## config.mk

```make
export PLATFORM = sky130hd
export DESIGN_NAME = bitrev_unloader
export DESIGN_NICKNAME = d
export VERILOG_FILES = /design/src/rtl/fft_pkg.sv /design/src/rtl/unload_fifo2.sv /design/src/rtl/bitrev_unloader.sv
export SDC_FILE = /design/constraint.sdc
export NUM_CORES = 1
export LEC_CHECK = 0
export BUFFER_PORTS_ARGS = -buffer_cell sky130_fd_sc_hd__buf_2
export CORE_MARGIN = 4
export CORE_UTILIZATION = 45
export CTS_CLUSTER_DIAMETER = 60
export DETAILED_ROUTE_END_ITERATION = 10
export PLACE_DENSITY = 0.68
export SLEW_MARGIN = 20
export SYNTH_ARGS = -nofsm -noshare
export SYNTH_HDL_FRONTEND = slang
export SYNTH_SLANG_ARGS = --single-unit
```

## constraint.sdc

```tcl
create_clock -name clk -period 2.5 [get_ports clk]
set_input_delay 0.125 -clock clk [delete_from_list [all_inputs] [get_ports clk]]
set_output_delay 0.125 -clock clk [all_outputs]
set_load 0.1 [all_outputs]
```

## src/rtl/fft_pkg.sv

```systemverilog
// Shared FFT definitions: default sizes, unload FSM states and the bit-reversal helper.
package fft_pkg;

  localparam int unsigned N_DEF            = 8;
  localparam int unsigned BITS_PER_ROW_DEF = 3;
  localparam int unsigned DATA_W_DEF       = 32;

  typedef enum logic [1:0] {IDLE, READ, DRAIN, DONE} unload_state_t;

  // Reverses the low 'width' bits of v; bits at or above 'width' come back as zero.
  function automatic logic [31:0] bitrev(input logic [31:0] v, input int unsigned width);
    logic [31:0] r;
    r = '0;
    for (int unsigned i = 0; i < 32; i++) begin
      if (i < width) r[5'(i)] = v[5'(width - 1 - i)];
    end
    return r;
  endfunction

endpackage

```

## src/rtl/unload_fifo2.sv

```systemverilog
// Two-entry synchronous FIFO with occupancy output; the caller never pushes into a full FIFO without a pop.
module unload_fifo2 #(
  parameter int unsigned DATA_W = 32
) (
  input  logic              clk,
  input  logic              rst_n,
  input  logic              push,
  input  logic [DATA_W-1:0] push_data,
  input  logic              pop,
  output logic [DATA_W-1:0] head,
  output logic [1:0]        count
);

  logic [DATA_W-1:0] mem [2];
  logic              wr_ptr;
  logic              rd_ptr;

  always_ff @(posedge clk or negedge rst_n) begin
    if (!rst_n) begin
      mem[0] <= '0;
      mem[1] <= '0;
      wr_ptr <= 1'b0;
      rd_ptr <= 1'b0;
      count  <= 2'd0;
    end else begin
      if (push) begin
        mem[wr_ptr] <= push_data;
        wr_ptr      <= ~wr_ptr;
      end
      if (pop) rd_ptr <= ~rd_ptr;
      count <= 2'(count + 2'(push) - 2'(pop));
    end
  end

  assign head = mem[rd_ptr];

endmodule

```

## src/rtl/bitrev_unloader.sv

```systemverilog
// Unloads one FFT frame from a ping-pong bank at bit-reversed addresses as a natural-order stream.
// Optional macro UNLOAD_INDEX_EN adds the out_index port (natural bin of out_data).
module bitrev_unloader
  import fft_pkg::*;
#(
  parameter int unsigned N            = N_DEF,
  parameter int unsigned BITS_PER_ROW = BITS_PER_ROW_DEF,
  parameter int unsigned DATA_W       = DATA_W_DEF
) (
  input  logic                    clk,
  input  logic                    rst_n,
  input  logic                    start,
  input  logic                    bank_sel,
  output logic                    mem_rd_en,
  output logic                    mem_rd_bank,
  output logic [BITS_PER_ROW-1:0] mem_rd_addr,
  input  logic [DATA_W-1:0]       mem_rd_data,
  output logic [DATA_W-1:0]       out_data,
  output logic                    out_valid,
  input  logic                    out_ready,
  output logic                    out_last,
  output logic                    busy,
  output logic                    done
`ifdef UNLOAD_INDEX_EN
  ,
  output logic [BITS_PER_ROW-1:0] out_index
`endif
);

  localparam int unsigned CNT_W = BITS_PER_ROW + 1;

  unload_state_t           state;
  logic [CNT_W-1:0]        cnt;
  logic [BITS_PER_ROW-1:0] out_cnt;
  logic                    inflight;
  logic                    bank_q;
  logic [1:0]              fifo_count;
  logic                    pop;

  assign pop       = out_valid && out_ready;
  assign out_valid = (fifo_count != 2'd0);
  assign out_last  = out_valid && (out_cnt == BITS_PER_ROW'(N - 1));

  // Credit check: FIFO occupancy plus the read in flight must leave room for this read.
  assign mem_rd_en   = (state == READ) &&
                       ((3'(fifo_count) + 3'(inflight)) < (3'd2 + 3'(pop)));
  assign mem_rd_addr = BITS_PER_ROW'(bitrev(32'(cnt), BITS_PER_ROW));
  assign mem_rd_bank = bank_q;

  unload_fifo2 #(.DATA_W(DATA_W)) u_fifo (
    .clk       (clk),
    .rst_n     (rst_n),
    .push      (inflight),
    .push_data (mem_rd_data),
    .pop       (pop),
    .head      (out_data),
    .count     (fifo_count)
  );

  always_ff @(posedge clk or negedge rst_n) begin
    if (!rst_n) begin
      state    <= IDLE;
      cnt      <= '0;
      out_cnt  <= '0;
      inflight <= 1'b0;
      bank_q   <= 1'b0;
      busy     <= 1'b0;
      done     <= 1'b0;
    end else begin
      inflight <= mem_rd_en;
      done     <= 1'b0;
      if (pop) out_cnt <= out_cnt + BITS_PER_ROW'(1);
      case (state)
        IDLE: begin
          if (start) begin
            state   <= READ;
            bank_q  <= bank_sel;
            cnt     <= '0;
            out_cnt <= '0;
            busy    <= 1'b1;
          end
        end
        READ: begin
          if (mem_rd_en) begin
            cnt <= cnt + CNT_W'(1);
            if (cnt == CNT_W'(N - 1)) state <= DRAIN;
          end
        end
        DRAIN: begin
          if (pop && (out_cnt == BITS_PER_ROW'(N - 1))) begin
            state <= DONE;
            busy  <= 1'b0;
            done  <= 1'b1;
          end
        end
        DONE: begin
          state  <= IDLE;
          bank_q <= 1'b0;
        end
        default: state <= IDLE;
      endcase
    end
  end

`ifdef UNLOAD_INDEX_EN
  assign out_index = out_cnt;
`endif

endmodule

```

==> results of run 1 <==
-- state kept, by name, summed over array words and instances, names as in the netlist --
| signal | count |
|---|---|
| u_fifo.mem | 64 |
| cnt | 4 |
| out_cnt | 3 |
| state | 2 |
| u_fifo.count | 2 |
| busy | 1 |
| done | 1 |
| inflight | 1 |
| mem_rd_bank | 1 |
| u_fifo.rd_ptr | 1 |
| u_fifo.wr_ptr | 1 |
-- per-layer routing --
layer / track usage, % / routed length [um]
met2: 24.8 / 3540
met5: 0 / 0
met3: 3.34 / 327
met4: 5.99 / 109
met1: 20.5 / 3180
-- how the worst max path moves through the flow --
stage                    startpoint   endpoint  slack [ns]  cells past startpoint
detailed placement         state[1]  mem_rd_en        0.57                      5
finish                     state[1]  mem_rd_en        0.22                      5
global placement           inflight  mem_rd_en        0.64                      5
CTS                        state[1]  mem_rd_en        0.19                      5
floorplan           u_fifo.count[0]   inflight        0.36                      4
global route               state[1]  mem_rd_en        0.08                      5
-- per-stage QoR --
stage	instances	setup WS, ns	hold WS [ns]	instance area [um^2]	util (%)
6_report	452	0.222	0.0277	4960	60.4
5_1_grt	452	0.0793	0.0181	4960	60.4
4_1_cts	451	0.194	0.00497	4950	60.2
3_5_place_dp	437	0.568	0.369	4760	58.0
3_3_place_gp	437	0.638	0.357	4760	58.0
2_1_floorplan	267	0.365	-0.171	3810	-
-- layout make-up --
type	instances	share of cell area, %
flip-flops and latches	81	40.9
multi-input cells	162	33.6
repair buffers	82	18.6
clock buffers	10	2.77
well taps	105	2.65
clock inverters	4	0.908
inverters	8	0.605
-- placed cells by master (no fill, tap or decap), types with 2 or more instances in the layout --
cell      instances
clkbuf_8         10
nor4_1            2
o211ai_1          2
buf_4             3
and3_1            2
buf_12           33
o21ai_0           4
nor2b_4           2
o21ai_4           2
dfrtp_1          81
a211o_1           2
xnor2_1           3
mux2i_1           4
clkinv_2          3
nand2_1           8
mux2_2           94
ha_1             12
a21oi_1           5
buf_2            44
mux2_1            2
xor2_1            2
inv_1             8
-- kinds of logic (layout without fill, tap and decap cells) --
family / count (synthesis) / after routing
flip-flops: 81 / 81
AND/OR/NAND/NOR: 21 / 21
AO/OA/AOI/OAI: 23 / 23
XOR/XNOR: 5 / 5
buffers and inverters: 24 / 104
multiplexers: 101 / 101
adder cells (fa/ha/maj): 12 / 12
-- worst max-delay path, stage by stage (launching register included) --
cell	delay [ns]
dfrtp_1	0.42
inv_1	0.12
ha_1	0.43
inv_1	0.17
nor3b_4	0.22
buf_2	0.45
-- synth_stat cells, drive strengths merged (2+ instances only) --
library cell  instances
a21oi                 6
mux2i                 4
nor2b                 2
a211o                 2
mux2                 97
inv                   8
o211ai                3
o21ai                 7
nor4                  2
and3                  2
clkbuf                2
xor2                  2
xnor2                 3
ha                   12
nand2                 8
buf                  14
dfrtp                81
==> impl_results.md, run 1 <==
- Status: completed
- RSZ-0062 raised after global routing: no
- Fmax: 439 MHz
- Initial antenna violation count: 0
- Die Span Y: 99.8 um
- Max Clock Skew: 0.00772 ns
- CTS tree: yes
- Input/output buffers: 77
- Detailed-route DRC error count: 0
- Starting Density: 46.2%
- Post-Synth Adder-Cell Area: 3.96%
- Fill cells: 641
- Xor and xnor fraction of the mapped netlist area: 1.15%
- Mean Syn Cell Area: 14.2 um^2
- H-tree Lvls: 3
- Cell Area, Synth: 3790 um^2
- CP required: 2.38 ns
- GRT Resource Usage Total: 15.4%
- Max-cap check violation count: 0
- Routed WL: 7.16 mm
- Max Slew Vio Count: 0
- ANT nets after route: 0
- Setup Fix Bufs, Post-CTS: 0
- HP Class: in -> reg
- Ys flop type: dfrtp_1
- Grt total ovfl: 0
- Clock buffer depth: 2
- CP Launch Type: register
- First-pass detailed-route iteration total: 4
- Die W: 99.8 um
- CP endpoint kind: primary output
- Main combinational cell family by area after synthesis: multiplexers
- Area delta synth->final: 30.7%
- Hold Path Sink: u_fifo.mem[41]
- Final hold vios: 0
- Post-CTS Resized: 0
- Register area share after synthesis: 53.4%
- Root Buffer: clkbuf_8
- Crit path DAT: 2.15 ns
- Vias in the first global route: 2,538
- Top-area cell type share of the netlist area: 53.4%
- Ys async rst share: 100%
- Synthesized instance count: 267
- Simple-gate share of the synthesized area: 3.36%
- Clk sinks: 81
- Worst hold path depth: 2
- Area of the multi-input gates: 1660 um^2
- ANT cells: 0
- Netlist cell types: 37
- Yosys Warn Count: 0
- Final setup vio count: 0
- Global-route wire length before repair: 12.2 mm
- Reg clk slew, reported paths: 0.08 ns
- Cell taking the most area after synthesis: dfrtp_1
- DP HPWL: 5.06 mm
- Cts hold-fix bufs: 0
- Ports: 78
- Final Cycle Share: 91.1%
- Core ar.: 8220 um^2
- Flop2flop setup slack: 0.71 ns
- FF-to-FF Start: inflight
- Reg2reg end: cnt[3]
- Ratio of cells with drive above 1 in the final layout: 57.3%
- Synth area leaders: dfrtp_1 (53%), mux2_2 (28%), ha_1 (4.0%)
- Measured slew at the worst slew-check pin: 0.727 ns
- Via/cell ratio: 5.14
- WL/cell: 15.8 um
- Clk_lat worst skew: 0.33 ns
- Pin count of the biggest net entering global routing: 82
- Net Count, Synth: 316
- Setup_tns: 0 ns
- CTS Buf Count: 9
- CP Max Fanout: 11
- Drt initial violations: 35
- Die Footprint: 9970 um^2
- Mux contribution to synthesized area: 29.9%
- FF/Latch Area: 2030 um^2
- Fin crit period: 2.28 ns
- Flops & latches, synth: 81
- Rows: 33
- Rel. slew slack: 51.6%
- Post-synth EDFFs: 0
- Compound-Gate Fraction of Synth Area: 4.95%
- Routed via count: 2,322
- CP Class: reg -> out
- Routability cong.: 0.802
- Hold path start: mem_rd_data[9]
- Final #Nets: 393
- Reg2reg path depth: 5
Power of run 1 is not shown: default switching activity piles up to over one toggle a cycle in this logic, so the estimate is an artifact.
==> inputs of run 2 (changes only) <==
Settings changed: CORE_ASPECT_RATIO set to 0.8.
==> run 2 against run 1 <==
Against the previous run: worst setup slack worse by 0.0021 ns; critical path depth stayed put; die area hardly changed; register-to-register slack hardly changed; sequential share of layout area is 4.4 points higher; first-iteration DRC count is 29% higher; flip-flop and latch count stayed put; via count is 0.26% higher; non-clock buffer count is 3 higher; highest routed layer is now met5; clock-buffer cell count is 1 higher; maximum frequency hardly changed; largest cell class unchanged; cell area is 9.6% lower.
==> impl_results.md, run 2 (synthesized netlist as in run 1, its figures left out) <==
- Largest reg by FF count: u_fifo.mem (unchanged)
- Post-CTS Resized: 0 (unchanged)
- Global-route wire length before repair: 11.9 mm (was 12.2 mm)
- Clk sinks: 81 (unchanged)
- HP Class: in -> reg (unchanged)
- Area delta synth->final: 18.1% (was 30.7%)
- Worst hold path depth: 2 (unchanged)
- Root Buffer: clkbuf_8 (unchanged)
- Ports: 78 (unchanged)
- Setup_tns: 0 ns (unchanged)
- Setup WS pre-CTS: 0.585 ns (was 0.568 ns)
- CP endpoint kind: primary output (unchanged)
- Clock buffer depth: 2 (unchanged)
- Fmax: 439 MHz (about the same)
- Max Slew Vio Count: 0 (unchanged)
- Final Cycle Share: 91.2% (was 91.1%)
- Detailed-route DRC error count: 0 (unchanged)
- Final #Nets: 396 (was 393)
- Most common cell after layout, fill and taps aside: mux2_2 (unchanged)
- Fin crit period: 2.28 ns (about the same)
- Input/output buffers: 77 (unchanged)
- ANT nets after route: 0 (unchanged)
- Setup Fix Bufs, Post-CTS: 0 (unchanged)
- DP HPWL: 4.86 mm (was 5.06 mm)
- Status: completed (unchanged)
- Commonest non-fill, non-tap cells in the layout: mux2_2 (94), dfrtp_1 (81), buf_2 (76), ha_1 (12), clkbuf_8 (11) (was mux2_2 (94), dfrtp_1 (81), buf_2 (44), buf_12 (33), ha_1 (12))
- CTS tree: yes (unchanged)
- Max FFs per register: 64 (unchanged)
- Reg2reg path depth: 6 (was 5)
- Starting Density: 47.1% (was 46.2%)
- Final setup vio count: 0 (unchanged)
- ANT cells: 0 (unchanged)
- Pin count of the biggest net entering global routing: 82 (unchanged)
- Die W: 111 um (was 99.8 um)
- Routability cong.: 0.707 (was 0.802)
- Reg clk slew, reported paths: 0.08 ns (about the same)
- Routed via count: 2,328 (was 2,322)
- Final worst setup slack: 0.220 ns (was 0.222 ns)
- First-pass detailed-route iteration total: 6 (was 4)
- Final hold vios: 0 (unchanged)
- CP Launch Type: register (unchanged)
- H-tree Lvls: 3 (unchanged)
- CP Class: reg -> out (unchanged)
- Biggest regs: u_fifo.mem x64, cnt x4, out_cnt x3 (unchanged)
- Die Span Y: 90.1 um (was 99.8 um)
- Die Footprint: 9980 um^2 (was 9970 um^2)
- Drt initial violations: 45 (was 35)
- GRT Resource Usage Total: 14.5% (was 15.4%)
- Vias in the first global route: 2,528 (was 2,538)
- Core ar.: 8060 um^2 (was 8220 um^2)
- Routed WL: 6.90 mm (was 7.16 mm)
- Ratio of cells with drive above 1 in the final layout: 57.4% (was 57.3%)
- Max-cap check violation count: 0 (unchanged)
- RSZ-0062 raised after global routing: no (unchanged)
- Initial antenna violation count: 1 (was 0)
- CP Max Fanout: 11 (unchanged)
- Via/cell ratio: 5.08 (was 5.14)
- Grt total ovfl: 0 (unchanged)
- Max Clock Skew: 0.00604 ns (was 0.00772 ns)
- Rel. slew slack: 52.2% (was 51.6%)
- Crit path DAT: 2.15 ns (about the same)
- CP required: 2.38 ns (about the same)
- CTS Buf Count: 9 (unchanged)
- Measured slew at the worst slew-check pin: 0.718 ns (was 0.727 ns)
- WL/cell: 15.1 um (was 15.8 um)
- Rows: 29 (was 33)
- Clk_lat worst skew: 0.33 ns (about the same)
[run 2: cell count changes in the layout (fill, tap and decap cells not counted), sizes merged]
cell	delta
buf	+2
bufinv	-1
clkbuf	+1
clkinv	-1
clkinvlp	+1
dlygate4sd3	+1
[run 2: path summary, 6_finish.rpt]
| kind | from | end | slack (ns) |
|---|---|---|---|
| setup reg to reg | state[0] | state[1] | 0.72 |
| setup / recovery | state[1] | mem_rd_en | 0.22 |
| max in group asynchronous | rst_n | cnt[3] | 1.61 |
| min in group asynchronous | rst_n | u_fifo.mem[7] | 0.38 |
| hold / removal | mem_rd_data[9] | u_fifo.mem[41] | 0.03 |
| hold reg to reg | u_fifo.mem[40] | u_fifo.mem[40] | 0.49 |
[run 2: layer usage]
metal  vias to the layer above  GRT usage, %  wire (um)
li1                       1112             -          -
met1                      1144          18.6       3160
met2                        59          23.4       3240
met3                        11          5.37        413
met4                         2          3.69         66
met5                         -             0         12
[run 2: critical path: stages (launching register included)]
cell and delay, ns:
dfrtp_1 0.41, inv_1 0.11, ha_1 0.41, inv_1 0.17, nor3b_4 0.25, buf_2 0.47
[run 2: layout make-up]
cell class | instances | area, um^2
Fill cell | 688 | 3570
Sequential cell | 81 | 2030
Multi-Input combinational cell | 162 | 1660
Timing Repair Buffer | 85 | 457
Clock buffer | 11 | 151
Tap cell | 108 | 135
Inverter | 8 | 30.0
Clock inverter | 3 | 17.5
[run 2: per-stage QoR]
step           instance area [um^2]  cells  hold slack (ns)  utilization [%]
5_1_grt                        4480    458           0.0143             55.6
3_5_place_dp                   4290    442            0.365             53.2
3_3_place_gp                   4290    442            0.360             53.2
6_report                       4480    458           0.0328             55.6
2_1_floorplan                  3810    267           -0.171                -
4_1_cts                        4480    458          0.00975             55.6
[run 2: timing repair]
action / 4_1_cts / 5_1_grt
hold buffers: 2 / 0
setup endpoints to repair: 0 / 0
hold endpoints to repair: 32 / 0
Power of run 2 is left out for the same reason.
==> inputs of run 3 (changes only) <==
Clock period 2.5 ns to 2.1 ns, I/O delays scaled along.
==> run 3 against run 2 <==
Against the previous run: die area did not move; via count rose by 7.5%; non-clock buffer count grew 31; wire length increased by 12%; register-to-register slack got worse by 0.43 ns; critical endpoint unchanged.
==> impl_results.md, run 3 (synthesized netlist as in run 1, its figures left out) <==
- Fin crit period: 2.00 ns
- CTS Buf Count: 9 (unchanged)
- CP Max Fanout: 6 (was 11)
- Area delta synth->final: 42.3% (was 18.1%)
- Biggest regs: u_fifo.mem x64, cnt x4, out_cnt x3 (unchanged)
- Status: completed (unchanged)
- Ports: 78 (unchanged)
- Vias in the first global route: 2,606 (was 2,528)
- Max FFs per register: 64 (unchanged)
- Routed WL: 7.69 mm (was 6.90 mm)
- Starting Density: 47.1% (unchanged)
- Input/output buffers: 77 (unchanged)
- Worst path top cell family by delay: flip-flops (was buffers and inverters)
- Root Buffer: clkbuf_8 (unchanged)
- Worst path max stage delay: 0.44 ns (was 0.47 ns)
- Final #Nets: 427 (was 396)
- ANT nets after route: 0 (unchanged)
- Largest reg by FF count: u_fifo.mem (unchanged)
- WL/cell: 15.7 um (was 15.1 um)
- Clock buffer depth: 2 (unchanged)
- Max-cap check violation count: 0 (unchanged)
- CP Launch Type: register (unchanged)
- Rows: 29 (unchanged)
- Crit path DAT: 1.89 ns (was 2.15 ns)
- GRT Resource Usage Total: 16.5% (was 14.5%)
- Final setup vio count: 0 (unchanged)
- DP HPWL: 5.34 mm (was 4.86 mm)
- Fmax: 501 MHz
- Measured slew at the worst slew-check pin: 0.549 ns (was 0.718 ns)
- Via/cell ratio: 5.10 (was 5.08)
- Global-route wire length before repair: 13.4 mm (was 11.9 mm)
- HP Class: in -> reg (unchanged)
- CTS tree: yes (unchanged)
- Critical-path top delay cell: dfrtp_1 (was buf_2)
- Reg clk slew, reported paths: 0.08 ns (about the same)
- First-pass detailed-route iteration total: 4 (was 6)
- Die W: 111 um (unchanged)
- Max Clock Skew: 0.00811 ns (was 0.00604 ns)
- Routability cong.: 0.771 (was 0.707)
- Die Footprint: 9980 um^2 (unchanged)
- Most common cell after layout, fill and taps aside: mux2_2 (unchanged)
- CP endpoint kind: primary output (unchanged)
- Core ar.: 8060 um^2 (unchanged)
- Final hold vios: 0 (unchanged)
- Detailed-route DRC error count: 0 (unchanged)
- Pin count of the biggest net entering global routing: 44 (was 82)
- CP Class: reg -> out (unchanged)
- Drt initial violations: 74 (was 45)
- Worst path cell trace: ha_1 -> o21ai_4 -> nor3b_4 -> buf_12 (was inv_1 -> ha_1 -> inv_1 -> nor3b_4 -> buf_2)
- Clk_lat worst skew: 0.35 ns (was 0.33 ns)
- Initial antenna violation count: 0 (was 1)
- Fill cells: 601 (was 688)
- Grt total ovfl: 0 (unchanged)
- CP Buf/Inv Count: 1 (was 3)
- Ratio of cells with drive above 1 in the final layout: 54.6% (was 57.4%)
- H-tree Lvls: 3 (unchanged)
- Die Span Y: 90.1 um (unchanged)
- Clk sinks: 81 (unchanged)
- Hold Slack: 0.0300 ns (was 0.0328 ns)
- Rel. slew slack: 63.4% (was 52.2%)
- Final Cycle Share: 95.0%
- CP required: 2.00 ns (was 2.38 ns)
- Routed via count: 2,503 (was 2,328)
- Commonest non-fill, non-tap cells in the layout: mux2_2 (94), dfrtp_1 (79), buf_2 (43), buf_12 (35), dlygate4sd3_1 (31) (was mux2_2 (94), dfrtp_1 (81), buf_2 (76), ha_1 (12), clkbuf_8 (11))
- Max Slew Vio Count: 0 (unchanged)
- ANT cells: 0 (unchanged)
## run 3: changes by cell type in the layout (fill, tap and decap cells not counted), sizes merged
cell and delta:
dlygate4sd3 +29, buf +2, clkinvlp -1, bufinv +2, inv +1
## run 3: layer usage
metal | track usage, % | part of all wire, %
met1 | 22.3 | 46
met3 | 4.83 | 4.8
met4 | 4.82 | 1.1
met5 | 0 | 0
met2 | 25.7 | 48
## run 3: layout make-up
class	instances	area (um^2)	area share (%)
flip-flops and latches	81	2030	37.6
repair buffers	116	1280	23.7
multi-input cells	162	1690	31.3
well taps	108	135	2.50
clock buffers	11	151	2.80
inverters	8	30.0	0.556
clock inverters	5	86.3	1.60
## run 3: path summary, 6_finish.rpt
kind	startpoint	to	slack, ns	cells after the start
worst min-delay path	mem_rd_data[1]	u_fifo.mem[33]	0.03	2
max in group asynchronous	rst_n	u_fifo.count[0]	1.19	3
min in group asynchronous	rst_n	u_fifo.mem[5]	0.27	2
worst max-delay path	inflight	mem_rd_en	0.10	4
worst min register to register	u_fifo.mem[40]	u_fifo.mem[40]	0.49	1
worst max register to register	state[0]	cnt[3]	0.29	6
## run 3: worst register-to-register path, delay by kind of cell (launching register included)
family                     cells  cell delay, ns
buffers and inverters          1            0.12
DFF                            1            0.43
AOI/OAI and AO/OA              3            0.65
adders and majority gates      1            0.32
and+or+nand+nor                1            0.19
## run 3: repair_timing
action / in CTS / in global routing
resized for setup: 1 / 3
hold endpoints to repair: 99 / 0
pin swaps: 0 / 1
setup buffers: 0 / 1
setup endpoints to repair: 1 / 1
hold buffers: 31 / 0
## run 3: per-stage QoR
stage / instance area (um^2) / TNS [ns] / utilization [%] / setup slack, ns / cells
final: 5400 / 0 / 67.0 / 0.104 / 491
after global routing: 5400 / -0.00527 / 67.0 / -0.00527 / 491
after CTS: 5380 / 0 / 66.8 / 0.0577 / 490
after detailed placement: 4830 / 0 / 60.0 / 0.336 / 443
after global placement: 4830 / 0 / 60.0 / 0.406 / 443
after floorplan: 3820 / 0 / - / 0.0325 / 267
Power of run 3 is left out for the same reason.
